### src/rtl/mult_seq_unit_if.sv
// Request/response bundle between the execute latch and mult_seq_unit.
// Signals: start, operand_a/b, ins_input in; busy, result_valid, result, overflow, ins_output out.
interface mult_seq_unit_if;
   logic        start;
   logic [31:0] operand_a;
   logic [31:0] operand_b;
   logic [31:0] ins_input;
   logic        busy;
   logic        result_valid;
   logic [31:0] result;
   logic        overflow;
   logic [31:0] ins_output;

   modport master (
      output start, operand_a, operand_b, ins_input,
      input  busy, result_valid, result, overflow, ins_output
   );

   modport slave (
      input  start, operand_a, operand_b, ins_input,
      output busy, result_valid, result, overflow, ins_output
   );
endinterface

### src/rtl/mult_seq_unit.sv
// Iterative 32x32 signed radix-2 shift-add multiplier (IDLE/RUN/DONE).
// Ports: clock, reset (sync, active-high), bus (mult_seq_unit_if.slave).
// Optional MULT_EARLY_EXIT_EN: finish as soon as the multiplier empties.
module mult_seq_unit (
   input  logic             clock,
   input  logic             reset,
   mult_seq_unit_if.slave   bus
);
   typedef enum logic [1:0] {
      S_IDLE,
      S_RUN,
      S_DONE
   } state_t;

   state_t      r_state;
   state_t      w_state_nxt;

   logic [63:0] r_mcand;
   logic [31:0] r_mplier;
   logic [63:0] r_acc;
   logic [5:0]  r_cnt;
   logic        r_sign;
   logic [31:0] r_ins;
   logic [31:0] r_result;
   logic        r_ovf;
   logic [31:0] r_ins_out;

   logic [31:0] w_a_mag;
   logic [31:0] w_b_mag;
   logic [63:0] w_acc_sum;
   logic [31:0] w_mplier_sh;
   logic [63:0] w_prod;
   logic        w_last;
   logic        w_accept;

   // 0x80000000 negates to itself, which is its correct unsigned magnitude
   assign w_a_mag = bus.operand_a[31] ? (~bus.operand_a + 32'd1)
                                      : bus.operand_a;
   assign w_b_mag = bus.operand_b[31] ? (~bus.operand_b + 32'd1)
                                      : bus.operand_b;

   assign w_acc_sum   = r_acc + (r_mplier[0] ? r_mcand : 64'd0);
   assign w_mplier_sh = {1'b0, r_mplier[31:1]};
   assign w_prod      = r_sign ? (~w_acc_sum + 64'd1) : w_acc_sum;

`ifdef MULT_EARLY_EXIT_EN
   assign w_last = (r_cnt == 6'd31) || (w_mplier_sh == 32'd0);
`else
   assign w_last = (r_cnt == 6'd31);
`endif

   assign w_accept = (r_state != S_RUN) && bus.start;

   always_ff @(posedge clock) begin
      if (reset) begin
         r_state <= S_IDLE;
      end else begin
         r_state <= w_state_nxt;
      end
   end

   always_comb begin
      w_state_nxt = r_state;
      unique case (r_state)
         S_IDLE,
         S_DONE: w_state_nxt = bus.start ? S_RUN : S_IDLE;
         S_RUN:  if (w_last) w_state_nxt = S_DONE;
         default: w_state_nxt = S_IDLE;
      endcase
   end

   always_ff @(posedge clock) begin
      if (reset) begin
         r_mcand   <= '0;
         r_mplier  <= '0;
         r_acc     <= '0;
         r_cnt     <= '0;
         r_sign    <= 1'b0;
         r_ins     <= '0;
         r_result  <= '0;
         r_ovf     <= 1'b0;
         r_ins_out <= '0;
      end else if (w_accept) begin
         r_mcand  <= {32'd0, w_a_mag};
         r_mplier <= w_b_mag;
         r_acc    <= '0;
         r_cnt    <= '0;
         r_sign   <= bus.operand_a[31] ^ bus.operand_b[31];
         r_ins    <= bus.ins_input;
      end else if (r_state == S_RUN) begin
         r_acc    <= w_acc_sum;
         r_mcand  <= {r_mcand[62:0], 1'b0};
         r_mplier <= w_mplier_sh;
         r_cnt    <= r_cnt + 6'd1;
         // final iteration's sum feeds the signed result directly
         if (w_last) begin
            r_result  <= w_prod[31:0];
            r_ovf     <= (w_prod[63:32] != {32{w_prod[31]}});
            r_ins_out <= r_ins;
         end
      end
   end

   assign bus.busy         = (r_state == S_RUN);
   assign bus.result_valid = (r_state == S_DONE);
   assign bus.result       = r_result;
   assign bus.overflow     = r_ovf;
   assign bus.ins_output   = r_ins_out;
endmodule

### src/flat_wrapper.sv
// flat-port wrapper written by rule: the top's interface ports become plain ports
module mult_seq_unit_flat 
  (clock, reset, bus_start, bus_operand_a, bus_operand_b, bus_ins_input, bus_busy, bus_result_valid, bus_result, bus_overflow, bus_ins_output);
  mult_seq_unit_if bus_i ();
  input  logic clock;
  input  logic reset;
  input wire logic [$bits(bus_i.start)-1:0] bus_start;
  input wire logic [$bits(bus_i.operand_a)-1:0] bus_operand_a;
  input wire logic [$bits(bus_i.operand_b)-1:0] bus_operand_b;
  input wire logic [$bits(bus_i.ins_input)-1:0] bus_ins_input;
  output wire logic [$bits(bus_i.busy)-1:0] bus_busy;
  output wire logic [$bits(bus_i.result_valid)-1:0] bus_result_valid;
  output wire logic [$bits(bus_i.result)-1:0] bus_result;
  output wire logic [$bits(bus_i.overflow)-1:0] bus_overflow;
  output wire logic [$bits(bus_i.ins_output)-1:0] bus_ins_output;
  assign bus_i.start = bus_start;
  assign bus_i.operand_a = bus_operand_a;
  assign bus_i.operand_b = bus_operand_b;
  assign bus_i.ins_input = bus_ins_input;
  assign bus_busy = bus_i.busy;
  assign bus_result_valid = bus_i.result_valid;
  assign bus_result = bus_i.result;
  assign bus_overflow = bus_i.overflow;
  assign bus_ins_output = bus_i.ins_output;
  mult_seq_unit u_core (.clock(clock), .reset(reset), .bus(bus_i));
endmodule
### config.mk
export PLATFORM = sky130hd
export DESIGN_NAME = mult_seq_unit_flat
export DESIGN_NICKNAME = d
export VERILOG_FILES = /design/src/rtl/mult_seq_unit_if.sv /design/src/rtl/mult_seq_unit.sv /design/src/flat_wrapper.sv
export SDC_FILE = /design/constraint.sdc
export NUM_CORES = 1
export LEC_CHECK = 0
export BUFFER_PORTS_ARGS = -buffer_cell sky130_fd_sc_hd__buf_2
export CAP_MARGIN = 10
export CORE_MARGIN = 10
export CORE_UTILIZATION = 50
export CTS_CLUSTER_DIAMETER = 120
export DETAILED_ROUTE_END_ITERATION = 7
export GPL_TIMING_DRIVEN = 1
export PLACE_DENSITY_LB_ADDON = 0.25
export SYNTH_ARGS = -nofsm -noshare
export SYNTH_HDL_FRONTEND = slang
export SYNTH_SLANG_ARGS = --single-unit
### constraint.sdc
create_clock -name clock -period 5.26 [get_ports clock]
set_input_delay 0.526 -clock clock [delete_from_list [all_inputs] [get_ports clock]]
set_output_delay 0.526 -clock clock [all_outputs]
set_load 0.005 [all_outputs]
==> flow_summary_export.csv, run 1 <==
group,metric,value,unit
outcome,outcome,"complete, no violations",
timing,setup_violations,0,
power_and_ir_drop,p_per_area,242,mW/mm²
timing,min_period_over_period,98.3,%
clock_network,cts.sinks,266,
final_layout,final_common_cell,"nand2_1",
final_layout,n_fill_cell,3461,
power_and_ir_drop,power.switching,1510,µW
synth,synth_edf_count,0,
global_routing,grt_pass1_wl,98.2,mm
synth,synth.distinct_cells,106,
min_path,min_to,"u_core.r_ins[30]$_SDFFE_PP0P_",
final_layout,nets,2894,
power_and_ir_drop,intPower,3740,µW
clock_network,cts_max_level,1,
synth,ys_ff_latch,266,
timing,slew_violations,0,
synth,synth_area,0.0185,mm²
clock_network,cts_tree,"done",
placed_design,port_buffers,165,
drt,totalWireLength,63.2,mm
global_routing,grt_max_degree,126,
timing,fmax,193,MHz
synth,ys_top_cells_by_area,"dfxtp_1, nand2_1, a21oi_1",
drt,vias_per_cell,6.01,
setup_path,crit_required,5.72,ns
setup_path,r2r-end,"u_core.bus.overflow$_SDFFE_PP0P_",
synth,synth.net_count,2717,
drt,wire_per_inst,19.6,µm
clock_network,clock_path_buffers,3,
drt,ant_nets,0,
final_layout,num_antenna_cells,0,
synth,async_flop_share,0,%
placed_design,dp.cells,3160,
timing,finalWorstSetupSlack,0.0882,ns
timing,tightest_slew,1.05,ns
flow_run,maxCapViolations,0,
floorplanning,dieArea,0.0451,mm²
final_layout,final_cell_mix,"nand2_1, a21oi_1, nor2_1",
setup_path,start_kind,"flip-flop",
final_layout,drive_gt1_share,17.4,%
min_path,hp-start,"bus_ins_input[30]",
power_and_ir_drop,power_frac_seq,40.4,%
synth,seq_area_frac_synth,28.8,%
placed_design,hpwl,48.4,mm
floorplanning,fp.coreArea,0.0365,mm²
timing,hold_viol_final,0,
timing,min_period,5.17,ns
final_layout,final_core_util,59.3,%
clock_network,clk_pin_slew,0.07,ns
drt,drtPass1Iterations,5,
drt,vias,19344,
global_routing,first_global_vias,17948,
final_layout,layout.cells.non_filler,3217,
setup_path,r2r_setup_slack,0.09,ns
setup_path,worst-path-max-fanout,23,
floorplanning,start_util,50.7,%
final_layout,seq_area,0.00533,mm²
power_and_ir_drop,switching_share,28.8,%
global_routing,antenna_found_initial,0,
clock_network,cts_made_buffers,29,
power_and_ir_drop,irDropWorstVdd,0.000218,V
timing,slew_headroom,29.3,%
global_routing,grtUsageTotal,26.8,%
setup_path,r2r_cells,18,
timing,skew,0.0565,ns
clock_network,clk_latency,0.61,ns
floorplanning,die_h,212,µm
global_routing,overflow,0,
drt,drc,0,
placed_design,dp_slack,-0.0148,ns
synth,syn_avg_cell_area,7.26,µm²
placed_design,gp_congestion,1.04,
synth,syn_inst,2550,
setup_path,end_kind,"flip-flop",
synth,synthFlopType,"dfxtp_1",
power_and_ir_drop,power_frac_comb,18.5,%
synth,ys_warn_count,0,
final_layout,multi_input_area,0.0127,mm²
synth,yosysTopAreaCell,"dfxtp_1",
final_layout,areaGrowthSynthToFinish,17.1,%
floorplanning,die_w,212,µm
setup_path,critical_path_class,"flip-flop to flip-flop",
floorplanning,pin_count,166,
synth,synth_top_area_share,28.8,%
min_path,holdPathStages,3,
power_and_ir_drop,leakage,0.00861,µW
min_path,hp-class,"primary input to flip-flop",
setup_path,crit_arrival,5.63,ns
drt,drt_iter0_markers,1552,
power_and_ir_drop,pwr-share-clk,41.1,%
floorplanning,core.rowCount,70,
setup_path,r2r-start,"u_core.r_mplier[0]$_SDFFE_PP0P_",
clock_network,cts-root-buf,"clkbuf_16",
## kinds of logic after synthesis
kind of cell             share of synthesized area, %
AND/OR/NAND/NOR                                  27.3
AO/OA/AOI/OAI                                    26.9
buffers and inverters                            4.15
adder cells (fa/ha/maj)                          4.69
XOR/XNOR                                         7.38
multiplexers                                    0.764
flip-flops                                       28.8
## routing by layer
| metal | vias to the layer above | share of wire [%] | GRT usage, % |
|---|---|---|---|
| li1 | 9500 | - | - |
| met1 | 9102 | 45 | 35.5 |
| met2 | 620 | 47 | 44.7 |
| met3 | 122 | 5.2 | 2.71 |
| met4 | 0 | 3.2 | 8.37 |
| met5 | - | 0 | 0 |
## repair_timing
| action | in CTS | in global routing |
|---|---|---|
| hold buffers | 0 | 0 |
| setup endpoints to repair | 0 | 1 |
| gates resized for setup | 0 | 59 |
| setup buffers | 0 | 3 |
## final cells by class
class | count | share of cell area [%]
clock buffers | 44 | 3.84
clock inverters | 9 | 0.751
inverters | 25 | 0.456
multi-input cells | 2090 | 58.4
flip-flops and latches | 266 | 24.6
well taps | 468 | 2.70
repair buffers | 315 | 9.23
## state kept, by name (all words and copies together) (netlist names)
register	flops
u_core.r_acc	64
u_core.r_mcand	64
u_core.bus.ins_output	32
u_core.bus.result	32
u_core.r_ins	32
u_core.r_mplier	32
u_core.r_cnt	6
u_core.r_state	2
u_core.bus.overflow	1
u_core.r_sign	1
## per-stage QoR
stage / power, µW / hold slack (ns) / TNS (ns) / instance area [µm²]
6_report: 5250 / 0.193 / 0 / 21700
5_1_grt: 5470 / 0.181 / -0.0223 / 21700
4_1_cts: 5250 / 0.172 / 0 / 21400
3_5_place_dp: 3110 / 0.442 / -0.0148 / 20400
3_3_place_gp: 3090 / 0.436 / -0.00743 / 20400
2_1_floorplan: 2790 / 0.432 / 0 / 18500
## worst max path at each step
stage | startpoint | end | slack [ns] | depth (start not counted)
global route | u_core.r_mplier[0]$_SDFFE_PP0P_ | u_core.bus.overflow$_SDFFE_PP0P_ | -0.02 | 22
global placement | u_core.r_mplier[0]$_SDFFE_PP0P_ | u_core.bus.overflow$_SDFFE_PP0P_ | -0.007 | 20
CTS | u_core.r_mplier[0]$_SDFFE_PP0P_ | u_core.bus.overflow$_SDFFE_PP0P_ | 0.008 | 20
detailed placement | u_core.r_mplier[0]$_SDFFE_PP0P_ | u_core.bus.overflow$_SDFFE_PP0P_ | -0.01 | 19
finish | u_core.r_mplier[0]$_SDFFE_PP0P_ | u_core.bus.overflow$_SDFFE_PP0P_ | 0.09 | 18
floorplan | u_core.r_mplier[0]$_SDFFE_PP0P_ | u_core.bus.overflow$_SDFFE_PP0P_ | 0.36 | 21
## power by group through the flow
stage | Sequential (µW) | Combinational (µW) | Clock (µW)
2_1_floorplan | 2150 | 638 | 0
3_3_place_gp | 2160 | 930 | 0
3_5_place_dp | 2160 | 944 | 0
4_1_cts | 2120 | 948 | 2190
5_1_grt | 2130 | 1060 | 2280
6_report | 2120 | 971 | 2160
## critical path, cell delays in order, from the launching register on
cell and delay [ns]:
dfxtp_4 0.40, clkbuf_16 0.20, and2_1 0.20, ha_1 0.49, nand2_1 0.13, o21ai_0 0.38
a21oi_1 0.22, o31ai_2 0.43, a21oi_2 0.15, o31ai_1 0.45, xor2_1 0.16, or3_1 0.40
or2_2 0.32, o41ai_2 0.31, xnor2_1 0.21, nand4b_1 0.13, o2bb2ai_1 0.15, nor4_2 0.24
a211oi_1 0.10
## Yosys cell counts, drive strengths merged, types with 6 or more instances
cell type	number
nor3	51
nor2	280
nand4b	6
and3	15
o21a	7
nand4	42
xor2	104
and4	13
clkbuf	132
o211ai	17
a21oi	326
a2111oi	6
dfxtp	266
o21ai	114
a31oi	11
or2	15
o31ai	37
nand2b	14
buf	37
nor4	24
a211o	8
inv	24
a211oi	119
or3	23
nand2	445
nor2b	9
a221oi	7
ha	67
mux2i	13
and2	77
nand3	41
a21o	27
o41ai	20
or4	18
xnor2	51
Power figures use the tool's default switching activity.
==> run 2: changes to the inputs <==
Settings changed: ABC_AREA from default to 1, BUFFER_PORTS_ARGS -buffer_cell sky130_fd_sc_hd__buf_2 to -buffer_cell sky130_fd_sc_hd__buf_4.
==> run 2 against run 1 <==
  * Clock-buffer cell count is the same
  * Cell area increased by 9.6%
  * Maximum frequency is 9.8% higher
  * Non-clock buffer count is 134 lower
  * Critical endpoint unchanged
==> flow_summary_export.csv, run 2 <==
group,metric,value,unit
synth,yosysTopAreaCell,"dfxtp_1",
final_layout,final_cell_mix,"nand2_1, inv_1, nor2_1",
timing,fmax,212,MHz
setup_path,start_kind,"flip-flop",
synth,ys_ff_latch,266,
placed_design,port_buffers,165,
flow_run,maxCapViolations,0,
global_routing,grtUsageTotal,29.0,%
timing,slew_headroom,23.5,%
synth,synth_most_common_cell,"nand2_1",
synth,yosys-top-cells-count,"nand2_1, inv_1, nor2_1",
global_routing,antenna_found_initial,0,
min_path,hp-class,"primary input to flip-flop",
timing,rsz0062_at_grt,"false",
clock_network,ctsHoldBuffers,0,
power_and_ir_drop,power.switching,2040,µW
clock_network,clk_latency,0.61,ns
setup_path,worst-path-max-fanout,27,
drt,drt_iter0_markers,2427,
clock_network,clk_pin_slew,0.06,ns
timing,hold_viol_final,0,
global_routing,grt_max_degree,90,
final_layout,final_core_util,56.8,%
setup_path,critPathMaxStageDelay,0.67,ns
outcome,outcome,"complete, no violations",
power_and_ir_drop,intPower,3890,µW
setup_path,crit_required,5.77,ns
timing,min_period_over_period,89.5,%
setup_path,crit_arrival,5.22,ns
timing,slew_violations,0,
clock_network,cts-root-buf,"clkbuf_16",
final_layout,reg_top3,"u_core.r_acc: 64 flops, u_core.r_mcand: 64 flops",
clock_network,cts_made_buffers,30,
synth,ys_top_cells_by_area,"dfxtp_1, nand2_1, inv_1",
synth,syn_avg_cell_area,5.60,µm²
setup_path,cp-startpoint,"u_core.r_mplier[0]$_SDFFE_PP0P_",
floorplanning,start_util,50.4,%
synth,synth_top_area_share,25.2,%
floorplanning,core.rowCount,75,
drt,totalWireLength,75.5,mm
drt,drtPass1Iterations,6,
synth,synth_area,0.0211,mm²
drt,vias_per_cell,5.36,
final_layout,nets,4030,
clock_network,cts_resized,0,
floorplanning,pin_count,166,
floorplanning,die_h,225,µm
synth,async_flop_share,0,%
global_routing,overflow,0,
drt,vias,23722,
clock_network,cts.sinks,266,
power_and_ir_drop,irDropWorstVdd,0.000306,V
setup_path,endpoint,"u_core.bus.overflow$_SDFFE_PP0P_",
drt,wire_per_inst,17.1,µm
synth,synth_edf_count,0,
timing,skew,0.0258,ns
setup_path,end_kind,"flip-flop",
clock_network,clock_path_buffers,3,
power_and_ir_drop,power_frac_seq,37.7,%
global_routing,grt_pass1_wl,118,mm
final_layout,areaGrowthSynthToFinish,12.7,%
power_and_ir_drop,pwr-share-clk,36.0,%
global_routing,first_global_vias,21594,
power_and_ir_drop,power_frac_comb,26.3,%
timing,fin_setup_tns,0,ns
placed_design,gp_congestion,1.06,
power_and_ir_drop,switching_share,34.4,%
timing,setup_violations,0,
setup_path,r2r-start,"u_core.r_mplier[0]$_SDFFE_PP0P_",
synth,ys_warn_count,0,
setup_path,r2r_cells,27,
final_layout,final_common_cell,"nand2_1",
synth,synthFlopType,"dfxtp_1",
synth,syn_inst,3763,
setup_path,critPathMostFrequentCell,"nand2_1",
drt,ant_nets,0,
floorplanning,dieArea,0.0508,mm²
placed_design,hpwl,60.2,mm
setup_path,r2r_setup_slack,0.55,ns
drt,drc,0,
timing,tightest_slew,1.14,ns
clock_network,post_cts_buffers,0,
floorplanning,die_w,225,µm
final_layout,num_antenna_cells,0,
setup_path,r2r-end,"u_core.bus.overflow$_SDFFE_PP0P_",
setup_path,slowest_stage,"dfxtp_2",
power_and_ir_drop,p_per_area,250,mW/mm²
synth,synth.distinct_cells,46,
synth,seq_area_frac_synth,25.2,%
synth,synth.net_count,3930,
clock_network,cts_tree,"done",
clock_network,cts_max_level,1,
floorplanning,fp.coreArea,0.0419,mm²
power_and_ir_drop,leakage,0.0130,µW
timing,min_period,4.71,ns
setup_path,critical_path_class,"flip-flop to flip-flop",
final_layout,drive_gt1_share,9.86,%
## run 2: cell type report
cell class	count	area (µm²)
Clock inverter	11	118
Fill cell	4361	18100
Inverter	682	2560
Timing Repair Buffer	181	1370
Tap cell	539	674
Multi-Input combinational cell	2702	12800
Clock buffer	44	893
Sequential cell	266	5330
## run 2: how the worst min path moves through the flow
| stage | from | end | slack (ns) | cells past startpoint |
|---|---|---|---|---|
| after floorplan | u_core.r_mcand[63]$_SDFFE_PP0P_ | u_core.r_mcand[63]$_SDFFE_PP0P_ | 0.44 | 2 |
| after global placement | u_core.r_ins[29]$_SDFFE_PP0P_ | u_core.bus.ins_output[29]$_SDFFE_PP0P_ | 0.46 | 2 |
| after detailed placement | u_core.bus.result[19]$_SDFFE_PP0P_ | u_core.bus.result[19]$_SDFFE_PP0P_ | 0.46 | 2 |
| after CTS | bus_ins_input[31] | u_core.r_ins[31]$_SDFFE_PP0P_ | 0.12 | 3 |
| after global routing | bus_ins_input[18] | u_core.r_ins[18]$_SDFFE_PP0P_ | 0.12 | 3 |
| final | bus_ins_input[17] | u_core.r_ins[17]$_SDFFE_PP0P_ | 0.14 | 3 |
## run 2: through the flow
stage | hold slack, ns | power (µW) | setup WS, ns | area, µm² | instances
6_report | 0.139 | 5930 | 0.551 | 23800 | 4425
4_1_cts | 0.118 | 5940 | 0.682 | 23800 | 4425
5_1_grt | 0.124 | 6230 | 0.189 | 23800 | 4425
2_1_floorplan | 0.441 | 3270 | 1.49 | 21100 | 3763
3_5_place_dp | 0.462 | 3800 | 0.700 | 22700 | 4370
3_3_place_gp | 0.457 | 3800 | 0.573 | 22700 | 4370
## run 2: logic make-up (layout without fill, tap and decap cells)
logic type	count (synthesis)	in the layout	share of synthesized area, %
AND/OR/NAND/NOR	2075	2075	40.9
buffers and inverters	795	918	14.2
AO/OA/AOI/OAI	530	530	14.4
flip-flops	266	266	25.2
adder cells (fa/ha/maj)	68	68	4.07
XOR/XNOR	29	29	1.20
## run 2: critical path: cells and delay by family, from the launching register on
kind	cells	cell delay [ns]
buffers and inverters	3	0.34
AND/OR/NAND/NOR	21	2.96
AO/OA/AOI/OAI	2	0.32
adder cells (fa/ha/maj)	1	0.29
flip-flops	1	0.67
## run 2: power by group through the flow
stage | Combinational, µW | Sequential, µW | Clock [µW]
global route | 1730 | 2250 | 2250
floorplan | 1020 | 2250 | 0
CTS | 1530 | 2240 | 2170
global placement | 1520 | 2280 | 0
detailed placement | 1520 | 2280 | 0
finish | 1560 | 2240 | 2130
## run 2: per-layer routing
metal	track usage, %	wire [µm]	up-vias
met2	43.5	31300	942
li1	-	-	11965
met4	7.41	1960	0
met3	7.35	8460	119
met5	0	0	-
met1	40.4	33800	10696
==> run 3: changes to the inputs <==
Settings changed: ABC_AREA 1 to 0, CTS_BUF_LIST from default to sky130_fd_sc_hd__clkbuf_2 sky130_fd_sc_hd__clkbuf_4 sky130_fd_sc_hd__clkbuf_8.
==> run 3 against run 2 <==
  * Via count decreased by 17%
  * Die area decreased by 11%
  * Clock power decreased by 4%
  * Routed wire length decreased by 13%
  * Total power decreased by 12%
  * Highest routed layer unchanged
  * Non-clock buffer count increased by 194
  * Critical path depth decreased by 7
  * Combinational power decreased by 34%
  * Worst setup slack got worse by 0.31 ns
  * Utilization increased by 5.1 points
  * First-iteration DRC count decreased by 26%
  * Largest cell class unchanged
  * Clock skew increased by 0.017 ns
  * Largest power group unchanged
==> flow_summary_export.csv, run 3 (synthesized netlist as in run 1, its figures left out) <==
group,metric,value,unit
global_routing,grt_max_degree,127,
setup_path,crit_required,5.78,ns
min_path,hp-class,"primary input to flip-flop",
timing,whs,0.126,ns
final_layout,layout.cells.non_filler,3304,
setup_path,crit_arrival,5.54,ns
floorplanning,core.rowCount,70,
timing,fmax,199,MHz
clock_network,cts_max_level,2,
drt,ant_nets,0,
flow_run,maxCapViolations,0,
setup_path,critical_path_class,"flip-flop to flip-flop",
setup_path,r2r-end,"u_core.bus.overflow$_SDFFE_PP0P_",
min_path,min_to,"u_core.r_ins[12]$_SDFFE_PP0P_",
floorplanning,die_h,212,µm
floorplanning,dieArea,0.0451,mm²
min_path,holdPathStages,3,
min_path,hp-start,"bus_ins_input[12]",
final_layout,num_antenna_cells,0,
final_layout,final_core_util,61.9,%
clock_network,clk_latency,0.66,ns
timing,min_period,5.02,ns
timing,fin_setup_tns,0,ns
clock_network,cts-root-buf,"clkbuf_8",
placed_design,dp.cells,3219,
final_layout,drive_gt1_share,20.7,%
global_routing,first_global_vias,18529,
placed_design,place_area,0.0212,mm²
global_routing,grtUsageTotal,28.0,%
power_and_ir_drop,leakage,0.00906,µW
setup_path,r2r_cells,20,
drt,dr_wl_met2,31.0,mm
setup_path,r2r-start,"u_core.r_mplier[0]$_SDFFE_PP0P_",
setup_path,r2r_setup_slack,0.24,ns
placed_design,port_buffers,165,
global_routing,antenna_found_initial,0,
floorplanning,fp.coreArea,0.0365,mm²
final_layout,reg_top3,"u_core.r_acc: 64 flops, u_core.r_mcand: 64 flops",
drt,drt_iter0_markers,1800,
floorplanning,start_util,50.7,%
drt,route.met3.wl,3.98,mm
drt,wire_per_inst,19.9,µm
timing,tightest_slew,1.09,ns
final_layout,nets,2971,
outcome,outcome,"complete, no violations",
timing,min_period_over_period,95.5,%
drt,drt-met1-wl,28.1,mm
drt,vias,19805,
power_and_ir_drop,irDropWorstVdd,0.000203,V
floorplanning,die_w,212,µm
timing,slew_violations,0,
clock_network,cts.sinks,266,
drt,drc,0,
placed_design,gp_congestion,1.02,
final_layout,areaGrowthSynthToFinish,22.2,%
drt,drtPass1Iterations,6,
power_and_ir_drop,p_per_area,230,mW/mm²
timing,slew_headroom,27.3,%
setup_path,end_kind,"flip-flop",
global_routing,overflow,0,
timing,setup_violations,0,
setup_path,start_kind,"flip-flop",
clock_network,clk_pin_slew,0.07,ns
timing,hold_viol_final,0,
clock_network,cts_tree,"done",
clock_network,cts_made_buffers,46,
final_layout,final_area,0.0226,mm²
final_layout,final_cell_mix,"nand2_1, buf_4, a21oi_1",
setup_path,worst-path-max-fanout,34,
floorplanning,pin_count,166,
global_routing,grt_pass1_wl,101,mm
drt,totalWireLength,65.7,mm
final_layout,final_common_cell,"nand2_1",
placed_design,hpwl,50.7,mm
timing,skew,0.0429,ns
final_layout,n_fill_cell,3363,
clock_network,clock_path_buffers,3,
drt,vias_per_cell,5.99,
drt,top_layer_used,"met4",
run 3: cell count changes in the layout (fill, tap and decap cells not counted), sizes merged, moves of 36 or more:
cell	previous run	this run
o31ai	1	37
xor2	19	104
o211ai	63	17
o22ai	58	5
xnor2	10	51
nand3	240	41
a21oi	163	326
a211oi	1	119
o21ai	174	114
buf	181	374
inv	675	26
nor2	485	280
nand2	1253	445
and2	3	77
run 3: routing by layer:
| metal | vias up | GRT usage [%] |
|---|---|---|
| li1 | 9643 | - |
| met1 | 9330 | 35.9 |
| met2 | 692 | 46.1 |
| met3 | 140 | 3.83 |
| met4 | 0 | 12.5 |
| met5 | - | 0 |
run 3: area by class of cell:
class	count	area [µm²]	share of cell area (%)
inverter	25	98.8	0.437
multi-input combinational	2090	12700	56.4
clock inverter	8	85.1	0.376
timing repair buffer	375	2870	12.7
clock buffer	72	897	3.97
tap	468	586	2.59
sequential	266	5330	23.6
run 3: critical path: stages, from the launching register on:
cell      delay [ns]
dfxtp_1         0.34
buf_12          0.16
and2_1          0.16
ha_1            0.41
nand4_1         0.18
nor3_1          0.33
a21o_1          0.28
o211ai_1        0.20
buf_4           0.21
a211oi_1        0.40
o21a_1          0.27
o211ai_4        0.10
or4_4           0.44
buf_4           0.18
o41ai_4         0.35
xnor2_1         0.15
nor3_2          0.17
a32o_2          0.15
o211ai_2        0.09
nor4_2          0.26
a211oi_1        0.09
run 3: worst max path at each step:
stage                     slack, ns                             from  cells past startpoint                               end
after floorplan                0.36  u_core.r_mplier[0]$_SDFFE_PP0P_                     21  u_core.bus.overflow$_SDFFE_PP0P_
after global placement         0.08  u_core.r_mplier[0]$_SDFFE_PP0P_                     20  u_core.bus.overflow$_SDFFE_PP0P_
after detailed placement      0.003  u_core.r_mplier[0]$_SDFFE_PP0P_                     20  u_core.bus.overflow$_SDFFE_PP0P_
after CTS                      0.02  u_core.r_mplier[0]$_SDFFE_PP0P_                     20  u_core.bus.overflow$_SDFFE_PP0P_
after global routing          -0.02  u_core.r_mplier[0]$_SDFFE_PP0P_                     22  u_core.bus.overflow$_SDFFE_PP0P_
final                          0.24  u_core.r_mplier[0]$_SDFFE_PP0P_                     20  u_core.bus.overflow$_SDFFE_PP0P_
run 3: through the flow:
| step | worst slack [ns] | total power (µW) |
|---|---|---|
| floorplan | 0.364 | 2790 |
| global placement | 0.0781 | 3150 |
| detailed placement | 0.00314 | 3160 |
| CTS | 0.0166 | 5200 |
| global route | -0.0165 | 5420 |
| finish | 0.239 | 5200 |
run 3: power breakdown:
part / switching, µW / internal (µW)
sequential: 41.2 / 2080
combinational: 615 / 415
clock: 911 / 1130
run 3: repair_timing:
item                                    CTS  global route
hold buffers                              0             0
endpoints found under the setup margin    0             1
buffers inserted                          0             4
resized for setup                         0            79
